`config.mk`:
```
export PLATFORM = sky130hd
export DESIGN_NAME = rtc_escritor_fecha_flat
export DESIGN_NICKNAME = d
export VERILOG_FILES = /design/src/rtl/rtc_escritor_fecha_if.sv /design/src/rtl/rtc_escritor_fecha.sv /design/src/flat_wrapper.sv
export SDC_FILE = /design/constraint.sdc
export NUM_CORES = 1
export LEC_CHECK = 0
export CAP_MARGIN = 15
export CORE_ASPECT_RATIO = 1.75
export CORE_MARGIN = 3
export CORE_UTILIZATION = 51
export DETAILED_ROUTE_END_ITERATION = 12
export PLACE_DENSITY = 0.78
export SYNTH_ARGS = -nofsm -noshare
export SYNTH_HDL_FRONTEND = slang
export SYNTH_SLANG_ARGS = --single-unit
export TNS_END_PERCENT = 5
```
`constraint.sdc`:
```
create_clock -name clk -period 3 [get_ports clk]
set_input_delay 0.6 -clock clk [delete_from_list [all_inputs] [get_ports clk]]
set_output_delay 0.6 -clock clk [all_outputs]
set_load 0.1 [all_outputs]
```
`src/rtl/rtc_escritor_fecha_if.sv`:
```
// RTC parallel bus (multiplexed address/data) between the date writer and the
// top-level tri-state pads.
//   cs_n    : chip select, active low
//   rd_n    : read strobe, active low (the writer keeps it high)
//   wr_n    : write strobe, active low
//   a_d     : phase select, 0 = address, 1 = data
//   bus_out : value to drive on the AD bus
//   bus_oe  : output enable for the AD bus pads
interface rtc_escritor_fecha_if;
  logic       cs_n;
  logic       rd_n;
  logic       wr_n;
  logic       a_d;
  logic [7:0] bus_out;
  logic       bus_oe;

  modport master (
    output cs_n, rd_n, wr_n, a_d, bus_out, bus_oe
  );

  modport slave (
    input cs_n, rd_n, wr_n, a_d, bus_out, bus_oe
  );
endinterface

```
`src/rtl/rtc_escritor_fecha.sv`:
```
// Writes the configured date (day, month, year in packed BCD) into the external
// RTC as three address/data write transactions on its multiplexed bus.
//   clk, reset            : clock, asynchronous active-high reset
//   start                 : one-cycle request, sampled only when idle
//   dia/mes/anio_bcd      : date fields, BCD {tens,units}
//   ocupado               : high whenever a request is in progress
//   listo                 : one-cycle pulse after the third write
//   error_dato            : sticky invalid-date flag, cleared on next accepted start
//   rtc                   : RTC bus (master side)
module rtc_escritor_fecha #(
  parameter int unsigned T_PH      = 10,
  parameter int unsigned T_GAP     = 5,
  parameter logic [7:0]  ADDR_DIA  = 8'h24,
  parameter logic [7:0]  ADDR_MES  = 8'h25,
  parameter logic [7:0]  ADDR_ANIO = 8'h26
) (
  input  logic                 clk,
  input  logic                 reset,
  input  logic                 start,
  input  logic [7:0]           dia_bcd,
  input  logic [7:0]           mes_bcd,
  input  logic [7:0]           anio_bcd,
  output logic                 ocupado,
  output logic                 listo,
  output logic                 error_dato,
  rtc_escritor_fecha_if.master rtc
);

  localparam int unsigned T_MAX = (T_PH > T_GAP) ? T_PH : T_GAP;
  localparam int unsigned CW    = $clog2(T_MAX) + 1;
  localparam logic [CW-1:0] PH_LAST  = CW'(T_PH - 1);
  localparam logic [CW-1:0] GAP_LAST = CW'(T_GAP - 1);

  typedef enum logic [2:0] {
    S_IDLE,
    S_CHECK,
    S_ADR_WR,
    S_ADR_HOLD,
    S_DAT_WR,
    S_DAT_HOLD,
    S_DONE
  } state_t;

  state_t        state_q, state_d;
  logic [CW-1:0] cnt_q, cnt_d;
  logic [1:0]    k_q, k_d;
  logic [7:0]    dia_q, dia_d, mes_q, mes_d, anio_q, anio_d;
  logic          err_q, err_d;
  logic          ocupado_q, ocupado_d;
  logic          listo_q, listo_d;
  logic          cs_n_q, cs_n_d;
  logic          rd_n_q;
  logic          wr_n_q, wr_n_d;
  logic          a_d_q, a_d_d;
  logic [7:0]    bus_out_q, bus_out_d;
  logic          bus_oe_q, bus_oe_d;
  logic          fields_ok_c;

  function automatic logic bcd_ok(input logic [7:0] b);
    return (b[7:4] <= 4'd9) && (b[3:0] <= 4'd9);
  endfunction

  function automatic logic [7:0] addr_of(input logic [1:0] k);
    case (k)
      2'd0:    return ADDR_DIA;
      2'd1:    return ADDR_MES;
      default: return ADDR_ANIO;
    endcase
  endfunction

  // Valid BCD nibbles make a plain byte compare equal to a decimal range check.
  assign fields_ok_c = bcd_ok(dia_q) && bcd_ok(mes_q) && bcd_ok(anio_q) &&
                       (dia_q != 8'h00) && (dia_q <= 8'h31) &&
                       (mes_q != 8'h00) && (mes_q <= 8'h12);

  // Next state, then outputs decoded from the next state so they are registered
  // in step with it.
  always_comb begin
    state_d   = state_q;
    cnt_d     = cnt_q + CW'(1);
    k_d       = k_q;
    dia_d     = dia_q;
    mes_d     = mes_q;
    anio_d    = anio_q;
    err_d     = err_q;

    case (state_q)
      S_IDLE: begin
        cnt_d = '0;
        if (start) begin
          dia_d   = dia_bcd;
          mes_d   = mes_bcd;
          anio_d  = anio_bcd;
          err_d   = 1'b0;
          state_d = S_CHECK;
        end
      end
      S_CHECK: begin
        cnt_d = '0;
        if (fields_ok_c) begin
          k_d     = 2'd0;
          state_d = S_ADR_WR;
        end else begin
          err_d   = 1'b1;
          state_d = S_IDLE;
        end
      end
      S_ADR_WR: begin
        if (cnt_q == PH_LAST) begin
          cnt_d   = '0;
          state_d = S_ADR_HOLD;
        end
      end
      S_ADR_HOLD: begin
        if (cnt_q == GAP_LAST) begin
          cnt_d   = '0;
          state_d = S_DAT_WR;
        end
      end
      S_DAT_WR: begin
        if (cnt_q == PH_LAST) begin
          cnt_d   = '0;
          state_d = S_DAT_HOLD;
        end
      end
      S_DAT_HOLD: begin
        if (cnt_q == GAP_LAST) begin
          cnt_d = '0;
          if (k_q == 2'd2) begin
            state_d = S_DONE;
          end else begin
            k_d     = k_q + 2'd1;
            state_d = S_ADR_WR;
          end
        end
      end
      S_DONE: begin
        cnt_d   = '0;
        state_d = S_IDLE;
      end
      default: begin
        cnt_d   = '0;
        state_d = S_IDLE;
      end
    endcase

    ocupado_d = (state_d != S_IDLE);
    listo_d   = (state_d == S_DONE);
    cs_n_d    = 1'b1;
    wr_n_d    = 1'b1;
    a_d_d     = 1'b0;
    bus_out_d = 8'h00;
    bus_oe_d  = 1'b0;

    case (state_d)
      S_ADR_WR, S_ADR_HOLD: begin
        cs_n_d    = 1'b0;
        wr_n_d    = (state_d == S_ADR_HOLD);
        bus_oe_d  = 1'b1;
        bus_out_d = addr_of(k_d);
      end
      S_DAT_WR, S_DAT_HOLD: begin
        cs_n_d    = 1'b0;
        wr_n_d    = (state_d == S_DAT_HOLD);
        a_d_d     = 1'b1;
        bus_oe_d  = 1'b1;
        case (k_d)
          2'd0:    bus_out_d = dia_d;
          2'd1:    bus_out_d = mes_d;
          default: bus_out_d = anio_d;
        endcase
      end
      default: ;
    endcase
  end

  // State and registered outputs.
  always_ff @(posedge clk or posedge reset) begin
    if (reset) begin
      state_q   <= S_IDLE;
      cnt_q     <= '0;
      k_q       <= 2'd0;
      dia_q     <= 8'h00;
      mes_q     <= 8'h00;
      anio_q    <= 8'h00;
      err_q     <= 1'b0;
      ocupado_q <= 1'b0;
      listo_q   <= 1'b0;
      cs_n_q    <= 1'b1;
      rd_n_q    <= 1'b1;
      wr_n_q    <= 1'b1;
      a_d_q     <= 1'b0;
      bus_out_q <= 8'h00;
      bus_oe_q  <= 1'b0;
    end else begin
      state_q   <= state_d;
      cnt_q     <= cnt_d;
      k_q       <= k_d;
      dia_q     <= dia_d;
      mes_q     <= mes_d;
      anio_q    <= anio_d;
      err_q     <= err_d;
      ocupado_q <= ocupado_d;
      listo_q   <= listo_d;
      cs_n_q    <= cs_n_d;
      rd_n_q    <= 1'b1;
      wr_n_q    <= wr_n_d;
      a_d_q     <= a_d_d;
      bus_out_q <= bus_out_d;
      bus_oe_q  <= bus_oe_d;
    end
  end

  assign ocupado     = ocupado_q;
  assign listo       = listo_q;
  assign error_dato  = err_q;
  assign rtc.cs_n    = cs_n_q;
  assign rtc.rd_n    = rd_n_q;
  assign rtc.wr_n    = wr_n_q;
  assign rtc.a_d     = a_d_q;
  assign rtc.bus_out = bus_out_q;
  assign rtc.bus_oe  = bus_oe_q;

endmodule

```
`src/flat_wrapper.sv`:
```
// flat-port wrapper written by rule: the top's interface ports become plain ports
module rtc_escritor_fecha_flat 
#(
  parameter int unsigned T_PH      = 10,
  parameter int unsigned T_GAP     = 5,
  parameter logic [7:0]  ADDR_DIA  = 8'h24,
  parameter logic [7:0]  ADDR_MES  = 8'h25,
  parameter logic [7:0]  ADDR_ANIO = 8'h26
)
  (clk, reset, start, dia_bcd, mes_bcd, anio_bcd, ocupado, listo, error_dato, rtc_cs_n, rtc_rd_n, rtc_wr_n, rtc_a_d, rtc_bus_out, rtc_bus_oe);
  rtc_escritor_fecha_if rtc_i ();
  input  logic clk;
  input  logic reset;
  input  logic start;
  input  logic [7:0] dia_bcd;
  input  logic [7:0] mes_bcd;
  input  logic [7:0] anio_bcd;
  output logic ocupado;
  output logic listo;
  output logic error_dato;
  output wire logic [$bits(rtc_i.cs_n)-1:0] rtc_cs_n;
  output wire logic [$bits(rtc_i.rd_n)-1:0] rtc_rd_n;
  output wire logic [$bits(rtc_i.wr_n)-1:0] rtc_wr_n;
  output wire logic [$bits(rtc_i.a_d)-1:0] rtc_a_d;
  output wire logic [$bits(rtc_i.bus_out)-1:0] rtc_bus_out;
  output wire logic [$bits(rtc_i.bus_oe)-1:0] rtc_bus_oe;
  assign rtc_cs_n = rtc_i.cs_n;
  assign rtc_rd_n = rtc_i.rd_n;
  assign rtc_wr_n = rtc_i.wr_n;
  assign rtc_a_d = rtc_i.a_d;
  assign rtc_bus_out = rtc_i.bus_out;
  assign rtc_bus_oe = rtc_i.bus_oe;
  rtc_escritor_fecha #(.T_PH(T_PH), .T_GAP(T_GAP), .ADDR_DIA(ADDR_DIA), .ADDR_MES(ADDR_MES), .ADDR_ANIO(ADDR_ANIO)) u_core (.clk(clk), .reset(reset), .start(start), .dia_bcd(dia_bcd), .mes_bcd(mes_bcd), .anio_bcd(anio_bcd), .ocupado(ocupado), .listo(listo), .error_dato(error_dato), .rtc(rtc_i));
endmodule
```
# Word-level counts from Yosys, hierarchy flattened

Index checks and enable logic that the tools add are counted.

Bits in registers: 49
Bits of input ports: 27
Output and inout bits: 16
Logic and storage cells: 92

Add/sub/neg operators: 2
$lt $le $gt $ge: 8
Equal/unequal tests: 16
Multiplexer cells: 31
Reduce and logical (&&, ||, !) cells: 21

Operators with widths:

| cell                | count |
|---|---|
| $mux 8              | 6 |
| $pmux 8 s2          | 2 |
| $le 4x4->1 const B  | 6 |
| $mux 3              | 6 |
| $pmux 3 s6          | 1 |
| $reduce_bool 8->1   | 2 |
| $eq 3x3->1 const B  | 5 |
| $eq 3x2->1 const B  | 4 |
| $mux 5              | 2 |
| $pmux 5 s2          | 1 |
| $logic_and 1x1->1   | 9 |
| $le 8x5->1 const B  | 1 |
| $le 8x6->1 const B  | 1 |
| $mux 2              | 4 |
| $pmux 2 s2          | 2 |
| $reduce_or 2->1     | 4 |
| $add 5x1->5 const B | 1 |
| $eq 5x3->1 const B  | 1 |
| $eq 5x4->1 const B  | 1 |
| $mux 1              | 5 |
| $ne 2x2->1 const B  | 2 |
| $pmux 1 s2          | 2 |
| $reduce_or 4->1     | 1 |
| $eq 3x1->1 const B  | 1 |
| other kinds (8)     | 8 |

# Depth between registers and ports, before layout

Gate-level depths: netlist of run 1.

Depth after elaboration: 13
Gate-level depth with buffers: 9
Depth with buffers taken out: 9

# Worst setup path before layout of run 1

OpenSTA, ideal clock, no wires.

Path kind: reg2reg
Start: reg u_core.dia_q[7]
End: reg u_core.bus_out_q[0] (netlist: u_core.rtc.bus_out[0])
Library setup time: 0.130 ns
Data arrival time: 2.045 ns
Data required time: 2.870 ns
Setup slack: 0.824 ns
Cell stages (with the launch flop): 8
Path buffers: 1
Period minus slack after synthesis: 2.176 ns
Path through: dfrtp_1 -> or4_4 -> a2111oi_4 -> o211ai_2 -> a311oi_2 -> buf_6 -> mux2i_1 -> o211ai_2

Longest elaborated chain between the ends: 13
Elaborated cells between the ends (all ways): 25
Those cells by class: order compare (2); eq/ne (5); mux (7); reduce/logical (11)

Ends and longest elaborated chain:

| item                                            | line                      | text |
|---|---|---|
| from (decl)                                     | rtc_escritor_fecha.sv:47  | `logic [7:0] dia_q, dia_d, mes_q, mes_d, anio_q, anio_d;` |
| from (signal assigned)                          | rtc_escritor_fecha.sv:199 | `dia_q <= dia_d;` |
| $le 4x4->1                                      | rtc_escritor_fecha.sv:60  | `return (b[7:4] <= 4'd9) && (b[3:0] <= 4'd9);` |
| $logic_and 1x1->1                               | rtc_escritor_fecha.sv:60  |  |
| $logic_and 1x1->1 (3 in a row)                  | rtc_escritor_fecha.sv:72  | `assign fields_ok_c = bcd_ok(dia_q) && bcd_ok(mes_q) && bcd_ok(anio_q) &&` |
| $logic_and 1x1->1 * (2 in a row)                | rtc_escritor_fecha.sv:73  | `(dia_q != 8'h00) && (dia_q <= 8'h31) &&` |
| $logic_and 1x1->1 *                             | rtc_escritor_fecha.sv:74  | `(mes_q != 8'h00) && (mes_q <= 8'h12);` |
| $mux 2                                          | rtc_escritor_fecha.sv:100 | `if (fields_ok_c) begin` |
| $pmux 3 s6 / $pmux 2 s2 (equally long branches) | rtc_escritor_fecha.sv:87  | `case (state_q)` |
| $eq 3x3->1, or another cell as far along        | rtc_escritor_fecha.sv:155 | `case (state_d)` |
| $reduce_or 2->1, or another cell as far along   | n/a                       |  |
| $pmux 8 s2 *                                    | rtc_escritor_fecha.sv:155 |  |
| via u_core.bus_out_d[0]                         | rtc_escritor_fecha.sv:55  | `logic [7:0] bus_out_q, bus_out_d;` |
| to (signal assigned)                            | rtc_escritor_fecha.sv:209 | `bus_out_q <= bus_out_d;` |
| to (decl)                                       | rtc_escritor_fecha.sv:55  |  |

The timed path passes the listed nets; every way through them passes the cells marked *.
A chain may end at the register's enable or synchronous reset.

# Final worst setup path of run 1

Start: reg u_core.dia_q[1]
End: reg u_core.bus_out_q[0] (netlist: u_core.rtc.bus_out[0])

The elaborated chain is that of the path after synthesis.

==> results of run 1 <==
stage by stage:
step                      hold WS [ps]  setup slack (ps)  instance area, sq um
after floorplan                  467.6             824.2                  2267
after global placement           488.7             549.1                  2720
after detailed placement         489.6             504.6                  2720
after CTS                        508.2             488.0                  2801
after global routing             530.6             285.3                  2801
final                            500.6             482.5                  2801
power groups by stage:
stage | logic (uW) | registers, uW | clock network [uW]
after floorplan | 551 | 1250 | 0
after global placement | 1030 | 1030 | 0
after detailed placement | 1040 | 1030 | 0
after CTS | 1050 | 1020 | 373
after global routing | 1120 | 1050 | 402
final | 1030 | 1020 | 365
cell type report:
type                            instances  area (sq um)  share of cell area
Tap cell                               49         61.31             0.02188
Sequential cell                        49          1229              0.4386
Clock inverter                          1         5.005            0.001787
Clock buffer                            7         76.32             0.02724
Inverter                               13         48.80             0.01742
Multi-Input combinational cell        125         965.9              0.3448
Timing Repair Buffer                   45         415.4              0.1483
cell usage in the layout, fill, tap and decap left out, types with 2 or more instances in the layout:
cell type	instances
buf_4	18
a22oi_1	2
a21oi_1	4
dfrtp_1	47
inv_2	4
nand2_1	11
o21ai_1	9
nor2b_1	3
mux2_1	22
clkbuf_1	2
nor3_1	5
clkbuf_8	5
ha_1	5
o21ai_0	6
mux2_2	2
o211ai_2	2
xor2_1	2
nand3_1	10
inv_1	9
nor2_1	13
clkdlybuf4s50_1	26
a31oi_1	2
dfstp_2	2
mux2i_1	8
how the worst min path moves through the flow:
| stage | from | end | cells after the start |
|---|---|---|---|
| floorplan | u_core.anio_q[1]$_DFF_PP0_ | u_core.anio_q[1]$_DFF_PP0_ | 1 |
| global placement | u_core.anio_q[4]$_DFF_PP0_ | u_core.anio_q[4]$_DFF_PP0_ | 1 |
| detailed placement | u_core.anio_q[4]$_DFF_PP0_ | u_core.anio_q[4]$_DFF_PP0_ | 1 |
| CTS | u_core.anio_q[0]$_DFF_PP0_ | u_core.anio_q[0]$_DFF_PP0_ | 1 |
| global route | u_core.anio_q[0]$_DFF_PP0_ | u_core.anio_q[0]$_DFF_PP0_ | 1 |
| finish | u_core.anio_q[1]$_DFF_PP0_ | u_core.anio_q[1]$_DFF_PP0_ | 1 |
flip-flops by register name (all words and copies together), names as in the netlist:
signal / cells
u_core.dia_q: 8
u_core.ocupado: 1
u_core.rtc.cs_n: 1
u_core.rtc.wr_n: 1
u_core.error_dato: 1
u_core.rtc.a_d: 1
u_core.listo: 1
u_core.cnt_q: 5
u_core.anio_q: 8
u_core.mes_q: 8
u_core.state_q: 3
u_core.k_q: 2
u_core.rtc.bus_oe: 1
u_core.rtc.bus_out: 8
layer usage:
| layer | track usage | routed length [microns] |
|---|---|---|
| met1 | 0.2099 | 1741 |
| met2 | 0.3525 | 2604 |
| met4 | 0.07129 | 74 |
| met5 | 0 | 0 |
| met3 | 0.03989 | 167 |
logic make-up after synthesis:
kind of cell	Yosys count	synth area share
compound gates	31	0.1010
xor+xnor	3	0.01159
fa+ha+maj	5	0.02759
buf+inv	18	0.03587
flops	49	0.5419
mux	32	0.1545
other cells	1	0.001654
simple gates	53	0.1258
==> impl_metrics.yaml, run 1 <==
placement:
  dp_hpwl_mm: 3.480
  gp_congestion: 0.8524
  portBuffers: 41
  dp.cells: 281
detailed_routing:
  dr.pass1.iters: 4
  drc: 0
  antenna_left: 0
  wire_per_inst_microns: 15.88
  vias_per_cell: 5.422
  vias: 1567
  drt-initial-drc-count: 33
  wl_mm: 4.588
die:
  core-area_sq_um: 4228
  pin_count: 43
  die_h_microns: 94.20
  design.die.area_sq_um: 5313
  die_w_microns: 56.40
  row_count: 31
  initial_core_util: 0.5363
global_route:
  grtUsageTotal: 0.1906
  grt_pass1_vias: 1613
  overflow: 0
  grt_max_degree: 50
  antenna_found_initial: 0
  grt_pass1_wl_mm: 7.693
logic_synthesis:
  synth_area_per_cell_sq_um: 11.81
  synth_cell_type_count: 43
  synth_edf_count: 0
  ys_top_cells_by_count: "dfrtp_1 (47), mux2_1 (22), nor2_1 (13)"
  syn_area_sq_um: 2267
  synth_top_area_frac: 0.5188
  synth.most_common_cell: "dfrtp_1"
  async_reset_ff_frac: 1.000
  synth_nets: 224
  ys_seq_area_frac: 0.5419
  netlist_instances: 192
  yosys.area.top_type: "dfrtp_1"
  synth_area_leaders: "dfrtp_1 (52%), mux2_1 (11%), mux2i_1 (3.5%)"
  synth_ff_type: "dfrtp_1"
  yosysWarnings: 0
  synth_seq_cells: 49
final_layout:
  antenna_cells: 0
  drive_gt1_frac: 0.1708
  area_delta_synth_final_pct: 23.57
  fillers: 340
  utilization: 0.6626
  fin_nets: 271
  layout.cells.non_filler: 289
timing:
  worst-slew-pin-transition_ps: 767.6
  fin_crit_sh: 0.8392
  finClkSkew_ps: 7.213
  setup_tns_ps: 0
  period_needed_ps: 2517
  report.final.slew_viol_count: 0
  hold_viol_final: 0
  rsz0062_at_grt: "no"
  setup_viol: 0
  slew-limit-headroom: 0.4848
  fmax_mhz: 397.2
pwr:
  leakagePower_uw: 0.001274
  p_seq_frac: 0.422
  clockPowerShare: 0.151
  intPower_uw: 1431
  comb_power_share: 0.427
  vdd_drop_max_v: 0.0005683
  power_density_nw_per_um2: 863.2
  swShare: 0.4081
  p_sw_uw: 986.8
  total_power_uw: 2418
clock_network:
  cts_tree: "done"
  cts_setup_buffers: 0
  clock-root-buffer: "clkbuf_8"
  cts_made_buffers: 5
  worstSkewPairLatency_ps: 300
  cts_buffer_depth: 2
  cts_resized: 0
  ctsHoldBuffers: 0
  cts_sinks: 49
  htree_levels: 2
  path_clk_slew_ps: 80
critical_path:
  startpoint: "u_core.dia_q[1]$_DFF_PP0_"
  cpMostUsedCell: "o211ai_2"
  cp-start-kind: "register"
  crit_cells: 8
  worstReg2RegEnd: "u_core.rtc.bus_out[0]$_DFF_PP0_"
  critical_path_class: "register to register"
  r2r_cells: 8
  arrival_ps: 2700
  slowest_stage: "dfrtp_1"
  crit_family: "compound AO/OA/AOI/OAI gates"
  slowest_delay_ps: 390
  r2r_slack_ps: 480
  worstPathCellList: "o21ai_0, nand4_1, a2111oi_4, o211ai_2, a311oi_2, buf_4, mux2i_1, o211ai_2"
  cp_num_buf_inv: 1
  end_kind: "register"
  critical_path_required_ps: 3180
  endpoint: "u_core.rtc.bus_out[0]$_DFF_PP0_"
  worstPathMaxFanout: 9
  r2r-start: "u_core.dia_q[1]$_DFF_PP0_"
status:
  outcome: "completed"
min_path:
  hold_class: "register to register"
run:
  drv_cap: 0
No activity file was read; power rests on OpenSTA's default activity.
==> run 2, diff against run 1 <==
--- a/config.mk
+++ b/config.mk
@@ -8,9 +8,9 @@
 export CAP_MARGIN = 15
 export CORE_ASPECT_RATIO = 1.75
 export CORE_MARGIN = 3
-export CORE_UTILIZATION = 51
+export CORE_UTILIZATION = 46
 export DETAILED_ROUTE_END_ITERATION = 12
-export PLACE_DENSITY = 0.78
+export PLACE_DENSITY = 0.75
 export SYNTH_ARGS = -nofsm -noshare
 export SYNTH_HDL_FRONTEND = slang
 export SYNTH_SLANG_ARGS = --single-unit
==> constraint.sdc (replaced) <==
create_clock -name clk -period 2.28 [get_ports clk]
set_input_delay 0.456 -clock clk [delete_from_list [all_inputs] [get_ports clk]]
set_output_delay 0.456 -clock clk [all_outputs]
set_load 0.1 [all_outputs]
==> impl_metrics.yaml, run 2 (synthesis gave the netlist of run 1 again) <==
global_route:
  grt_pass1_vias: 1747
  grt_pass1_wl_mm: 8.031
  grt_max_degree: 23
  grtUsageTotal: 0.1833
  antenna_found_initial: 0
  overflow: 0
clock_network:
  cts_buffer_depth: 2
  worstSkewPairLatency_ps: 290
  ctsHoldBuffers: 0
  cts_made_buffers: 5
  path_clk_slew_ps: 80
  cts_sinks: 49
  cts_tree: "done"
  clock-root-buffer: "clkbuf_8"
  htree_levels: 2
placement:
  gp_congestion: 0.8573
  placement.setup.worst_slack_ps: -119.6
  dp_hpwl_mm: 3.841
  placed_area_sq_um: 2806
  portBuffers: 41
pwr:
  p_seq_frac: 0.386
  intPower_uw: 2147
  comb_power_share: 0.438
  p_sw_uw: 1381
  vdd_drop_max_v: 0.0009248
  clockPowerShare: 0.176
  swShare: 0.3914
  power_density_nw_per_um2: 1185
  leakagePower_uw: 0.001362
final_layout:
  layout_common_cells: "dfrtp_1 (47), buf_4 (30), clkdlybuf4s50_1 (26)"
  final-seq-area_sq_um: 1229
  fillers: 393
  antenna_cells: 0
  drive_gt1_frac: 0.2332
  area_delta_synth_final_pct: 31.29
  multi_input_area_sq_um: 1001
  fin_nets: 284
  design_area_sq_um: 2977
  layout_commonest_cell: "dfrtp_1"
critical_path:
  slowest_stage: "or4_4"
  critical_path_class: "register to register"
  arrival_ps: 2480
  end_kind: "register"
  worstPathMaxFanout: 5
  worstPathCellList: "or4_4, a2111oi_4, o211ai_2, a311oi_2, buf_4, mux2i_1, o21ai_1"
  slowest_delay_ps: 560
  critical_path_required_ps: 2460
  cp-start-kind: "register"
timing:
  setup_viol: 3
  fin_crit_sh: 1.006
  final.setup.worst_slack_ps: -13.93
  hold_viol_final: 0
  fmax_mhz: 435.9
  finClkSkew_ps: 3.358
  rsz0062_at_grt: "yes"
  period_needed_ps: 2294
  report.final.slew_viol_count: 0
  hold_slack_ps: 475.3
die:
  initial_core_util: 0.4817
  row_count: 33
  die_h_microns: 98.87
  core-area_sq_um: 4707
  die_w_microns: 59.07
  design.die.area_sq_um: 5840
  pin_count: 43
detailed_routing:
  vias_per_cell: 5.456
  antenna_left: 0
  drc: 0
  drt-initial-drc-count: 47
  wl_mm: 4.981
  wire_per_inst_microns: 16.33
  vias: 1664
  dr.pass1.iters: 4
run:
  drv_cap: 0
min_path:
  hold_class: "input port to async pin"
status:
  violations: "setup timing"
  outcome: "finished, violations left"
run 2: repair_timing:
item / in CTS / in global routing
endpoints found under the setup margin: 12 / 12
cloned: 1 / 0
setup buffers: 1 / 0
resized for setup: 6 / 5
endpoints found under the hold margin: 0 / 0
pin swaps: 1 / 3
run 2: cell type report:
class / count / share of cell area
timing repair buffer: 58 / 0.1736
clock inverter: 1 / 0.01009
inverter: 13 / 0.01639
clock buffer: 7 / 0.02900
tap: 52 / 0.02186
sequential: 49 / 0.4128
multi-input combinational: 125 / 0.3363
run 2: stage by stage:
| stage | std cells | util | setup TNS (ps) | power, uW |
|---|---|---|---|---|
| 2_1_floorplan | 192 | - | 0 | 2364 |
| 3_3_place_gp | 295 | 0.5962 | -81.61 | 2802 |
| 3_5_place_dp | 295 | 0.5962 | -887.3 | 2837 |
| 4_1_cts | 305 | 0.6257 | 0 | 3531 |
| 5_1_grt | 305 | 0.6324 | -504.1 | 3735 |
| 6_report | 305 | 0.6324 | -19.74 | 3528 |
run 2: worst paths after layout:
path,from,endpoint,slack (ps),cells past startpoint
min in group clk,u_core.anio_q[1]$_DFF_PP0_,u_core.anio_q[1]$_DFF_PP0_,510,1
hold / removal,reset,u_core.cnt_q[2]$_DFF_PP0_,480,2
setup reg to reg,u_core.dia_q[7]$_DFF_PP0_,u_core.rtc.bus_out[2]$_DFF_PP0_,-10,7
max in group asynchronous,reset,u_core.dia_q[5]$_DFF_PP0_,1240,3
hold reg to reg,u_core.anio_q[1]$_DFF_PP0_,u_core.anio_q[1]$_DFF_PP0_,510,1
setup / recovery,u_core.dia_q[7]$_DFF_PP0_,u_core.rtc.bus_out[2]$_DFF_PP0_,-10,7
run 2: layer usage:
metal  wire, microns  track usage
met2            2802       0.3330
met1            1848       0.2009
met4             124      0.07679
met3             206      0.03145
met5               0            0
run 2: critical path, delay by kind of cell (launching register included):
family                 cells  cell delay [ps]
and+or+nand+nor            1              560
buffers and inverters      1              220
muxes                      1              200
AOI/OAI and AO/OA          4              820
DFF                        1              380
run 2: power by group through the flow:
stage | Sequential, uW | Clock (uW) | Combinational (uW)
2_1_floorplan | 1640 | 0 | 725
3_3_place_gp | 1350 | 0 | 1450
3_5_place_dp | 1360 | 0 | 1470
4_1_cts | 1360 | 633 | 1540
5_1_grt | 1410 | 669 | 1660
6_report | 1360 | 620 | 1550
